### config.mk
export PLATFORM = sky130hd
export DESIGN_NAME = uart_fifo_tx
export DESIGN_NICKNAME = d
export VERILOG_FILES = /design/src/rtl/uart_fifo_tx.sv
export SDC_FILE = /design/constraint.sdc
export NUM_CORES = 1
export LEC_CHECK = 0
export BUFFER_PORTS_ARGS = -buffer_cell sky130_fd_sc_hd__buf_2
export CAP_MARGIN = 20
export CORE_ASPECT_RATIO = 2
export CORE_MARGIN = 5
export CORE_UTILIZATION = 57
export CTS_CLUSTER_DIAMETER = 100
export CTS_CLUSTER_SIZE = 28
export DETAILED_ROUTE_END_ITERATION = 10
export MAX_ROUTING_LAYER = met4
export PLACE_DENSITY_LB_ADDON = 0.12
export SETUP_SLACK_MARGIN = 0.1
export SYNTH_ARGS = -nofsm -noshare
export SYNTH_HDL_FRONTEND = slang
export SYNTH_SLANG_ARGS = --single-unit
### constraint.sdc
create_clock -name clk -period 2.9 [get_ports clk]
set_input_delay 0.435 -clock clk [delete_from_list [all_inputs] [get_ports clk]]
set_output_delay 0.435 -clock clk [all_outputs]
set_load 0.005 [all_outputs]
### src/rtl/uart_fifo_tx.sv
`default_nettype none
// ============================================================================
// Module   : uart_fifo_tx
// Brief    : UART transmitter draining a FIFO read port, 8N1/8E1/8O1, 1-2 stop.
// Revision : 1.0
// ============================================================================
module uart_fifo_tx #(
    parameter int CLK_FREQ   = 50_000_000,
    parameter int BAUD_RATE  = 115200,
    parameter bit PARITY_EN  = 1'b0,
    parameter bit PARITY_ODD = 1'b0,
    parameter int STOP_BITS  = 1
) (
    input  logic       clk,
    input  logic       rst_n,
    input  logic       tx_en,
    input  logic [7:0] fifo_rd_data,
    input  logic       fifo_rd_empty,
    output logic       fifo_rd_en,
    output logic       uart_txd,
    output logic       tx_busy,
    output logic       tx_done
);

    localparam int c_clks_per_bit = CLK_FREQ / BAUD_RATE;
    localparam int c_cnt_w        = $clog2(c_clks_per_bit);
    localparam logic [c_cnt_w-1:0] c_cnt_last = c_cnt_w'(c_clks_per_bit - 1);
    localparam logic               c_stop_last = 1'(STOP_BITS - 1);

    localparam logic [2:0] c_st_idle   = 3'd0;
    localparam logic [2:0] c_st_fetch  = 3'd1;
    localparam logic [2:0] c_st_load   = 3'd2;
    localparam logic [2:0] c_st_start  = 3'd3;
    localparam logic [2:0] c_st_data   = 3'd4;
    localparam logic [2:0] c_st_parity = 3'd5;
    localparam logic [2:0] c_st_stop   = 3'd6;

    logic [2:0]         r_state;
    logic [c_cnt_w-1:0] r_baud_cnt;
    logic [2:0]         r_bit_idx;
    logic               r_stop_idx;
    logic [7:0]         r_shift;
    logic               r_parity;
    logic               r_txd;
    logic               r_done;

    logic [2:0]         w_state_next;
    logic [c_cnt_w-1:0] w_baud_next;
    logic [2:0]         w_bit_next;
    logic               w_stop_next;
    logic               w_rd_en;
    logic               w_done_next;
    logic               w_txd_next;
    logic               w_tick;

    assign w_tick = (r_baud_cnt == c_cnt_last);

    // Counter defaults to 0 so every state entry (always on a tick) starts a fresh bit time.
    always_comb begin
        w_state_next = r_state;
        w_baud_next  = '0;
        w_bit_next   = 3'd0;
        w_stop_next  = 1'b0;
        w_rd_en      = 1'b0;
        w_done_next  = 1'b0;
        case (r_state)
            c_st_idle: begin
                if (tx_en && !fifo_rd_empty) begin
                    w_state_next = c_st_fetch;
                end
            end
            c_st_fetch: begin
                w_rd_en      = 1'b1;
                w_state_next = c_st_load;
            end
            c_st_load: begin
                w_state_next = c_st_start;
            end
            c_st_start: begin
                if (w_tick) begin
                    w_state_next = c_st_data;
                end else begin
                    w_baud_next = r_baud_cnt + 1'b1;
                end
            end
            c_st_data: begin
                w_bit_next = r_bit_idx;
                if (w_tick) begin
                    if (r_bit_idx == 3'd7) begin
                        w_state_next = PARITY_EN ? c_st_parity : c_st_stop;
                    end else begin
                        w_bit_next = r_bit_idx + 3'd1;
                    end
                end else begin
                    w_baud_next = r_baud_cnt + 1'b1;
                end
            end
            c_st_parity: begin
                if (w_tick) begin
                    w_state_next = c_st_stop;
                end else begin
                    w_baud_next = r_baud_cnt + 1'b1;
                end
            end
            c_st_stop: begin
                w_stop_next = r_stop_idx;
                if (w_tick) begin
                    if (r_stop_idx == c_stop_last) begin
                        w_state_next = c_st_idle;
                        w_done_next  = 1'b1;
                    end else begin
                        w_stop_next = 1'b1;
                    end
                end else begin
                    w_baud_next = r_baud_cnt + 1'b1;
                end
            end
            default: begin
                w_state_next = c_st_idle;
            end
        endcase
    end

    // The line level is decoded from the next state so uart_txd can be a flop.
    always_comb begin
        w_txd_next = 1'b1;
        case (w_state_next)
            c_st_start:  w_txd_next = 1'b0;
            c_st_data:   w_txd_next = r_shift[w_bit_next];
            c_st_parity: w_txd_next = r_parity;
            default:     w_txd_next = 1'b1;
        endcase
    end

    always_ff @(posedge clk or negedge rst_n) begin
        if (!rst_n) begin
            r_state    <= c_st_idle;
            r_baud_cnt <= '0;
            r_bit_idx  <= 3'd0;
            r_stop_idx <= 1'b0;
            r_shift    <= 8'd0;
            r_parity   <= 1'b0;
            r_txd      <= 1'b1;
            r_done     <= 1'b0;
        end else begin
            r_state    <= w_state_next;
            r_baud_cnt <= w_baud_next;
            r_bit_idx  <= w_bit_next;
            r_stop_idx <= w_stop_next;
            if (r_state == c_st_load) begin
                r_shift  <= fifo_rd_data;
                r_parity <= (^fifo_rd_data) ^ PARITY_ODD;
            end
            r_txd      <= w_txd_next;
            r_done     <= w_done_next;
        end
    end

    assign fifo_rd_en = w_rd_en;
    assign uart_txd   = r_txd;
    assign tx_busy    = (r_state != c_st_idle);
    assign tx_done    = r_done;

endmodule
`default_nettype wire
* Yosys cells after proc, flatten, opt, wreduce, memory -nomap -nowiden *
Cells that the tools add are included.
W data, S select, Z words.

cells by class
  add/subtract/negate cells = 2
  order comparisons = 1
  eq/ne operators = 12
  multiplexer cells = 23
  reduce and logical (&&, ||, !) cells = 6

operators by type and width
  cell                   count
  $mux W3                10
  $pmux W3 S7            1
  $eq A3 B3 Y1 const B   6
  $mux W9                2
  $add A9 B1 Y9 const B  1
  $eq A3 B2 Y1 const B   3
  $eq A9 B9 Y1 const B   1
  $mux W1                8
  $reduce_xor A8 Y1      1
  $lt A3 B4 Y1 const B   1
  $reduce_or A4 Y1       1
  $add A3 B1 Y3 const B  1
  $bmux W1 S3            1
  $eq A3 B1 Y1 const B   1
  $logic_not A3 Y1       1
  $pmux W1 S3            1
  $reduce_bool A3 Y1     1
  $ne A2 B2 Y1 const B   1
  $logic_and A1 B1 Y1    1
  $logic_not A1 Y1       1

storage, ports and cells
  register bits = 27
  input bits = 12
  output and inout bits = 4
  logic and storage cells = 52

* Longest topological paths before layout *
Gate-level depths: netlist of run 1.

  word-level depth = 7
  gate-level depth with buffers = 9
  mapped depth without buffers = 9

* Worst setup path after synthesis of run 1 *
No wires, ideal clock.

  kind = reg2reg
  from = register r_baud_cnt[2]
  to = register r_txd, in the netlist uart_txd
  setup time = 0.091 ns
  arrival time = 2.192 ns
  data required time = 2.809 ns
  slack = 0.618 ns
  cell stages (with the launch flop) = 7
  buffers on the path = 0
  period minus slack after synthesis = 2.282 ns
  path through = dfrtp_1 or4b_4 o31a_1 or2_4 mux2i_1 a311o_1 o31ai_1

on the way
  word-level cells in the longest chain between the ends = 6
  elaborated cells on any way between the ends = 14
  those cells by class = eq/ne: 4; mux: 10

RTL lines
  item                           RTL line  text
  start: declaration             39        logic [c_cnt_w-1:0] r_baud_cnt;
  start signal: assignment       147       r_baud_cnt <= w_baud_next;
  $eq A9 B9 Y1 (*)               56        assign w_tick = (r_baud_cnt == c_cnt_last);
  $mux W3                        88        if (w_tick) begin
  $mux W3                        66        case (r_state)
  $bmux W1 S3                    129       c_st_data: w_txd_next = r_shift[w_bit_next];
  $mux W1 (implied by the code)  129
  $pmux W1 S3 (*)                127       case (w_state_next)
  named net w_txd_next           53        logic w_txd_next;
  end signal: assignment         154       r_txd <= w_txd_next;
  end: declaration               44        logic r_txd;

The timed path passes the listed nets; every way through them passes the cells marked *. The select of a mux whose other input is x is not followed.
A chain may end at the register's enable or synchronous reset.

* Worst setup path in the final report of run 1 *
  from = register r_baud_cnt[3]
  to = register r_txd, in the netlist uart_txd

Same word-level chain as after synthesis.

==> results of run 1 <==
==> flip-flops by register name (all words and copies together) (netlist names) <==
register and cells:
r_parity 1, tx_done 1, r_state 3, uart_txd 1, r_shift 8, r_baud_cnt 9
r_stop_idx 1, r_bit_idx 3
==> worst reg2reg max path, cell delays in order (launching register included) <==
cell,delay [ns]
dfrtp_1,0.45
or4b_4,0.58
o31a_1,0.33
or2_4,0.29
mux2i_1,0.12
a311o_1,0.34
o31ai_1,0.20
==> worst max-delay path by stage <==
| stage | to | slack [ns] | depth (start not counted) |
|---|---|---|---|
| global route | uart_txd$_DFF_PN1_ | 0.38 | 6 |
| global placement | uart_txd$_DFF_PN1_ | 0.56 | 6 |
| floorplan | uart_txd$_DFF_PN1_ | 0.62 | 6 |
| CTS | uart_txd$_DFF_PN1_ | 0.49 | 6 |
| finish | uart_txd$_DFF_PN1_ | 0.51 | 6 |
| detailed placement | uart_txd$_DFF_PN1_ | 0.52 | 6 |
==> placed cells by master, fill, tap and decap left out <==
cell type,instances
nor4_4,1
mux2i_1,3
or3b_2,1
o2bb2ai_1,1
clkbuf_8,3
o21ai_2,1
buf_4,1
nor4b_1,2
nand4_1,1
and4_1,1
o21ai_0,5
or4b_4,1
inv_1,5
o31a_1,1
dfrtp_1,26
and2_1,1
a21o_1,1
a2111oi_4,1
a21oi_1,7
buf_2,15
nand3_1,4
a311o_1,1
and3_2,1
o31ai_1,2
xor2_1,3
nor3b_1,2
or3_1,2
xnor2_1,11
nor3_1,4
or2_4,1
nor2_1,16
ha_1,3
mux2_2,12
nand4b_1,1
nand2_1,10
nor2b_1,2
dfstp_2,1
clkinv_2,1
a31oi_1,2
==> through the flow <==
step / utilization (%) / total power [W] / instance area (um^2) / hold WS [ns] / setup slack [ns]
3_5_place_dp: 62.4 / 0.000451 / 1580 / 0.462 / 0.521
5_1_grt: 64.2 / 0.000683 / 1630 / 0.190 / 0.377
6_report: 64.2 / 0.000651 / 1630 / 0.152 / 0.513
2_1_floorplan: - / 0.000428 / 1480 / 0.139 / 0.618
4_1_cts: 64.2 / 0.000663 / 1630 / 0.177 / 0.494
3_3_place_gp: 62.4 / 0.000449 / 1580 / 0.453 / 0.560
==> metal layers <==
layer  up-vias  track usage (%)
met1       502             18.2
met5         -                -
li1        530                -
met4         0             8.26
met3         6             1.95
met2        18             32.2
==> power by group <==
group          leakage [nW]  internal (W)   total, W  switching (W)
Combinational         0.359     0.0000246  0.0000475      0.0000229
Clock                0.0255     0.0000962   0.000209       0.000113
Sequential            0.319      0.000388   0.000394     0.00000644
==> cell type report <==
type | instances | area (um^2)
Sequential cell | 27 | 677
Multi-Input combinational cell | 105 | 769
Clock inverter | 1 | 5.00
Inverter | 5 | 18.8
Fill cell | 220 | 908
Clock buffer | 3 | 41.3
Timing Repair Buffer | 16 | 82.6
Tap cell | 28 | 35.0
==> kinds of logic (layout without fill, tap and decap cells) <==
kind of cell	Yosys count	in the layout	synth area share (%)
and+or+nand+nor	51	51	19.2
DFF	27	27	45.6
AOI/OAI and AO/OA	22	22	10.7
muxes	15	15	11.1
xor gates and xnor gates	14	14	8.26
buffers and inverters	10	25	2.53
adders and majority gates	3	3	2.53
==> summary.txt, run 1 <==
Critical path
  – Buf+Inv Stages, Crit Path: 0
  – CP startpoint kind: flip-flop
  – Worst path slowest cell: or4b_4
  – Endpoint type of the worst setup path: flip-flop
  – Critical Path RT: around 3 ns
  – Reg2reg path depth: 6
  – Worst setup startpoint: r_baud_cnt[3]$_DFF_PN0_
  – Reg2Reg Setup Slack: 0.51 ns
  – R2r endpoint: uart_txd$_DFF_PN1_
  – Crit-path cells: or4b_4, o31a_1, or2_4, mux2i_1, a311o_1, o31ai_1
  – Slowest cell delay on critical path: 0.58 ns
  – Crit Path Category: reg -> reg
  – Worst EP arrival: 2.57 ns
  – Crit Path Max Fanout: 6
  – Critical path's top delay family: compound AO/OA/AOI/OAI gates
  – Reg2Reg Launch Point: r_baud_cnt[3]$_DFF_PN0_

Hold path
  – Hold Crit Class: in -> async

Clocking
  – # hold bufs at CTS: 0
  – Longest Clk Path Bufs: 2
  – Post-CTS Setup Repair Bufs: 0
  – TritonCTS Buffers: 3
  – Clock root cell: clkbuf_8
  – Clock latency on the worst-skew pair: about 0.27 ns
  – Clock transition at the registers of the reported paths: 0.09 ns
  – H-tree depth: 1
  – Post-CTS sizing: 0
  – CTS Sinks: 27
  – CTS tree: built

Global route
  – Largest net degree at the start of global routing: 28
  – First-pass GRT wire length: 4860 um
  – GR Util All Layers: ~18%
  – Global route overflow: 0
  – Vias in the first global route: 1135
  – Initial antenna violation count: 0

Drt
  – Vias per std cell: 5.71
  – Via count: between 1k and 1.5k
  – Drt pass-1 iters: 4
  – Post-route ant nets: 0
  – DRC Markers: 0
  – Top sig layer: met4
  – Met1 wire length: a little under 1000 um
  – WL met2: roughly 1600 um
  – WL final: around 2700 um
  – Drt first-iter violations: 19
  – Routed wl met3: approximately 64 um
  – Drt wl/cell: about 15 um

Placement
  – Placed insts: ~180
  – Gpl congestion: ~0.86
  – Detailed Place HPWL: around 2200 um
  – Port Buffers: 15

Die
  – Ports: 16
  – Starting Density: a little under 60%
  – Core box area: about 2500 um^2
  – Rows: 26
  – Die height: ~80 um
  – Die X: approximately 46 um
  – Die area: 3790 um^2

Timing
  – Final hold violations: 0
  – F_max: approximately 420 MHz
  – RSZ-0062 raised after global routing: false
  – Tightest Pin Transition: ~0.8 ns
  – TNS Setup: 0 ns
  – Relative max-transition margin: between 40 and 50%
  – Final Setup Violations: 0
  – Min Tclk post-route: 2.39 ns
  – Fin Clk Skew: about 0.007 ns
  – Fin crit share: between 80% and 90%
  – Final slew viol count: 0

Power
  – VDD IR max: a little under 300 uV
  – Lkg Pwr: around 0.70 nW
  – Power per Cell Area: approximately 400 nW/um^2

Yosys
  – Post-Syn Area: about 1500 um^2
  – Top area cells in the synthesized netlist: dfrtp_1 (44%), mux2_2 (9.1%), xnor2_1 (6.5%)
  – Syn nets: 157
  – Most frequent cell after synthesis: dfrtp_1
  – Synth Warn #: 0
  – Top-area cell type share of the netlist area: a little over two fifths
  – Cell taking the most area after synthesis: dfrtp_1
  – Post-synth top flop: dfrtp_1
  – Post-synth top cells: dfrtp_1 (26), nor2_1 (16), mux2_2 (12)
  – Seq/Total Area, Yosys: between 40% and 50%
  – Ys async rst share: 100%
  – Number of synthesized flops with an enable pin: 0
  – FF+latch count, synth: 27
  – Distinct cells, synth: 37
  – Synthesized area per cell: 10.5 um^2
  – Cell count after synthesis: 142

Layout
  – Nets: 173
  – Diode count: 0
  – Fin cells: around 190
  – Area grow syn2layout: 9.78%
  – Layout cell share with drive strength beyond 1: about a quarter

Job
  – Number of max-cap violations: 0

Status
  – Status: completed
Power figures use the tool's default switching activity.
==> run 2: changes to the inputs <==
- clock period: 2.9 -> 2.3 ns (I/O delays scaled with it)
==> summary.txt, run 2 (synthesis gave the netlist of run 1 again) <==
Power
  – Switching share of power: 22.6% (+0.79 points)
  – Int Power: 0.000642 W (+26%)
  – Sw power: 0.000188 W (+32%)
  – VDD IR max: 403 uV (+37%)
  – Combinational share of power: 7.2% (about the same)
  – Power per Cell Area: 477 nW/um^2 (+19%)
  – Flop pwr share: 60.1% (-0.5 points)
  – Clk network pwr share: 32.6% (+0.5 points)
  – Lkg Pwr: 0.758 nW (+7.7%)

Drt
  – DRC Markers: 0 (unchanged)
  – Post-route ant nets: 0 (unchanged)
  – Vias per std cell: 5.63 (-1.4%)
  – Drt first-iter violations: 22 (+3)
  – WL final: 2930 um (+8.4%)
  – Drt wl/cell: 15.0 um (+2.8%)
  – WL met2: 1670 um (+5.9%)
  – Top sig layer: met4
  – Drt pass-1 iters: 2 (-2)
  – Routed wl met3: 81 um (+27%)
  – Met1 wire length: 1080 um (+10%)
  – Via count: 1098 (+4.0%)

Critical path
  – Endpoint type of the worst setup path: flip-flop
  – CP startpoint kind: flip-flop
  – Slowest cell delay on critical path: 0.59 ns (about the same)
  – Worst path slowest cell: or4b_4
  – Reg2Reg Launch Point: r_baud_cnt[2]$_DFF_PN0_
  – Worst setup startpoint: r_baud_cnt[2]$_DFF_PN0_
  – Critical Path RT: 2.50 ns (-0.59 ns)
  – Worst EP arrival: 2.40 ns (-0.17 ns)
  – Crit Path Max Fanout: 4 (-2)
  – Crit Path Category: reg -> reg
  – Crit-path cells: or4b_4, o31a_1, or2_4, mux2i_1, a311o_1, o31ai_2

Layout
  – Area grow syn2layout: 17.2%
  – Diode count: 0 (unchanged)
  – Most flops, register: r_baud_cnt
  – Most frequent cells in the layout: dfrtp_1 (26), nor2_1 (16), buf_2 (15)
  – Max reg flops: 9 (unchanged)
  – Nets: 183 (+5.8%)
  – Biggest regs: r_baud_cnt (9), r_shift (8)
  – Layout cell share with drive strength beyond 1: 33.5% (+8.1 points)
  – Commonest non-fill, non-tap cell in the layout: dfrtp_1
  – Fin util: 68.5% (+4.3 points)
  – Fin cells: 195 (+5.4%)

Clocking
  – Clock latency on the worst-skew pair: 0.28 ns (about the same)
  – TritonCTS Buffers: 3 (unchanged)
  – Clock transition at the registers of the reported paths: 0.09 ns (about the same)
  – H-tree depth: 1 (unchanged)
  – CTS tree: built
  – CTS Sinks: 27 (unchanged)
  – Clock root cell: clkbuf_8
  – # hold bufs at CTS: 0 (unchanged)
  – Longest Clk Path Bufs: 2 (unchanged)
  – Post-CTS Setup Repair Bufs: 0 (unchanged)

Global route
  – First-pass GRT wire length: 5250 um (+8.1%)
  – Vias in the first global route: 1166 (+2.7%)
  – Global route overflow: 0 (unchanged)
  – Initial antenna violation count: 0 (unchanged)
  – GR Util All Layers: 19.5% (+1.7 points)
  – Largest net degree at the start of global routing: 28 (unchanged)

Placement
  – Place WS: 0.0163 ns (-0.504 ns)
  – Port Buffers: 15 (unchanged)
  – Placed insts: 191 (+5.5%)
  – Detailed Place HPWL: 2310 um (+7.5%)
  – Gpl congestion: 0.804 (-6.7%)

Timing
  – Relative max-transition margin: 60.3% (+14 points)
  – Tightest Pin Transition: 0.595 ns (-0.203 ns)
  – Final setup margin: 0.0916 ns (-0.422 ns)
  – Final slew viol count: 0 (unchanged)
  – TNS Setup: 0 ns (unchanged)
  – RSZ-0062 raised after global routing: true
  – Min Tclk post-route: 2.21 ns (-0.178 ns)
  – Final hold violations: 0 (unchanged)
  – Final Setup Violations: 0 (unchanged)
  – Hold Slack: 0.0623 ns (-0.0892 ns)
  – Fin crit share: 96.0% (+14 points)
  – Fin Clk Skew: 0.00216 ns (-0.00487 ns)
  – F_max: 453 MHz (+8.1%)

Die
  – Starting Density: 58.5% (unchanged)
  – Ports: 16 (unchanged)
  – Die area: 3790 um^2 (unchanged)
  – Rows: 26 (unchanged)
  – Die height: 82.2 um (unchanged)
  – Die X: 46.1 um (unchanged)
  – Core box area: 2540 um^2 (unchanged)

Status
  – Status: completed

Job
  – Number of max-cap violations: 0 (unchanged)

Hold path
  – Hold Crit Class: in -> async
[run 2: layer usage]
metal	vias up	global-route usage (%)
met5	-	-
met4	0	9.12
met3	7	3.25
met2	13	31.8
met1	530	22.8
li1	548	-
[run 2: worst paths after layout]
| kind | to | slack, ns | cells after the start |
|---|---|---|---|
| max | uart_txd$_DFF_PN1_ | 0.09 | 6 |
| min reg2reg | tx_done$_DFF_PN0_ | 0.49 | 1 |
| min in group clk | r_shift[2]$_DFFE_PN0P_ | 0.32 | 2 |
| max in group asynchronous | r_state[1]$_DFF_PN0_ | 1.85 | 1 |
| min | r_stop_idx$_DFFE_PN0P_ | 0.06 | 1 |
| max reg2reg | uart_txd$_DFF_PN1_ | 0.09 | 6 |
[run 2: layout make-up]
class	instances	area, um^2
inverters	5	18.8
clock buffers	3	41.3
multi-input cells	105	805
clock inverters	1	5.00
repair buffers	26	158
flip-flops and latches	27	677
fillers	209	798
well taps	28	35.0
[run 2: timing repair]
item                                    in CTS  in global routing
pin swaps                                    2                  0
endpoints found under the setup margin       1                  1
gates resized for setup                      0                  5
[run 2: critical path, delay by kind of cell (launching register included)]
family	cells	cell delay, ns
and+or+nand+nor	2	0.86
DFF	1	0.38
muxes	1	0.13
AOI/OAI and AO/OA	3	0.76
[run 2: per-stage QoR]
| stage | power (W) | instance area, um^2 |
|---|---|---|
| 3_3_place_gp | 0.000567 | 1670 |
| 3_5_place_dp | 0.000569 | 1670 |
| 6_report | 0.000830 | 1740 |
| 5_1_grt | 0.000861 | 1740 |
| 4_1_cts | 0.000835 | 1720 |
| 2_1_floorplan | 0.000539 | 1500 |
[run 2: power groups by stage]
stage               logic (W)  registers (W)  clock network [W]
CTS                 0.0000610       0.000499           0.000275
global placement    0.0000585       0.000508                  0
detailed placement  0.0000609       0.000508                  0
global route        0.0000662       0.000500           0.000296
floorplan           0.0000358       0.000504                  0
finish              0.0000600       0.000499           0.000271
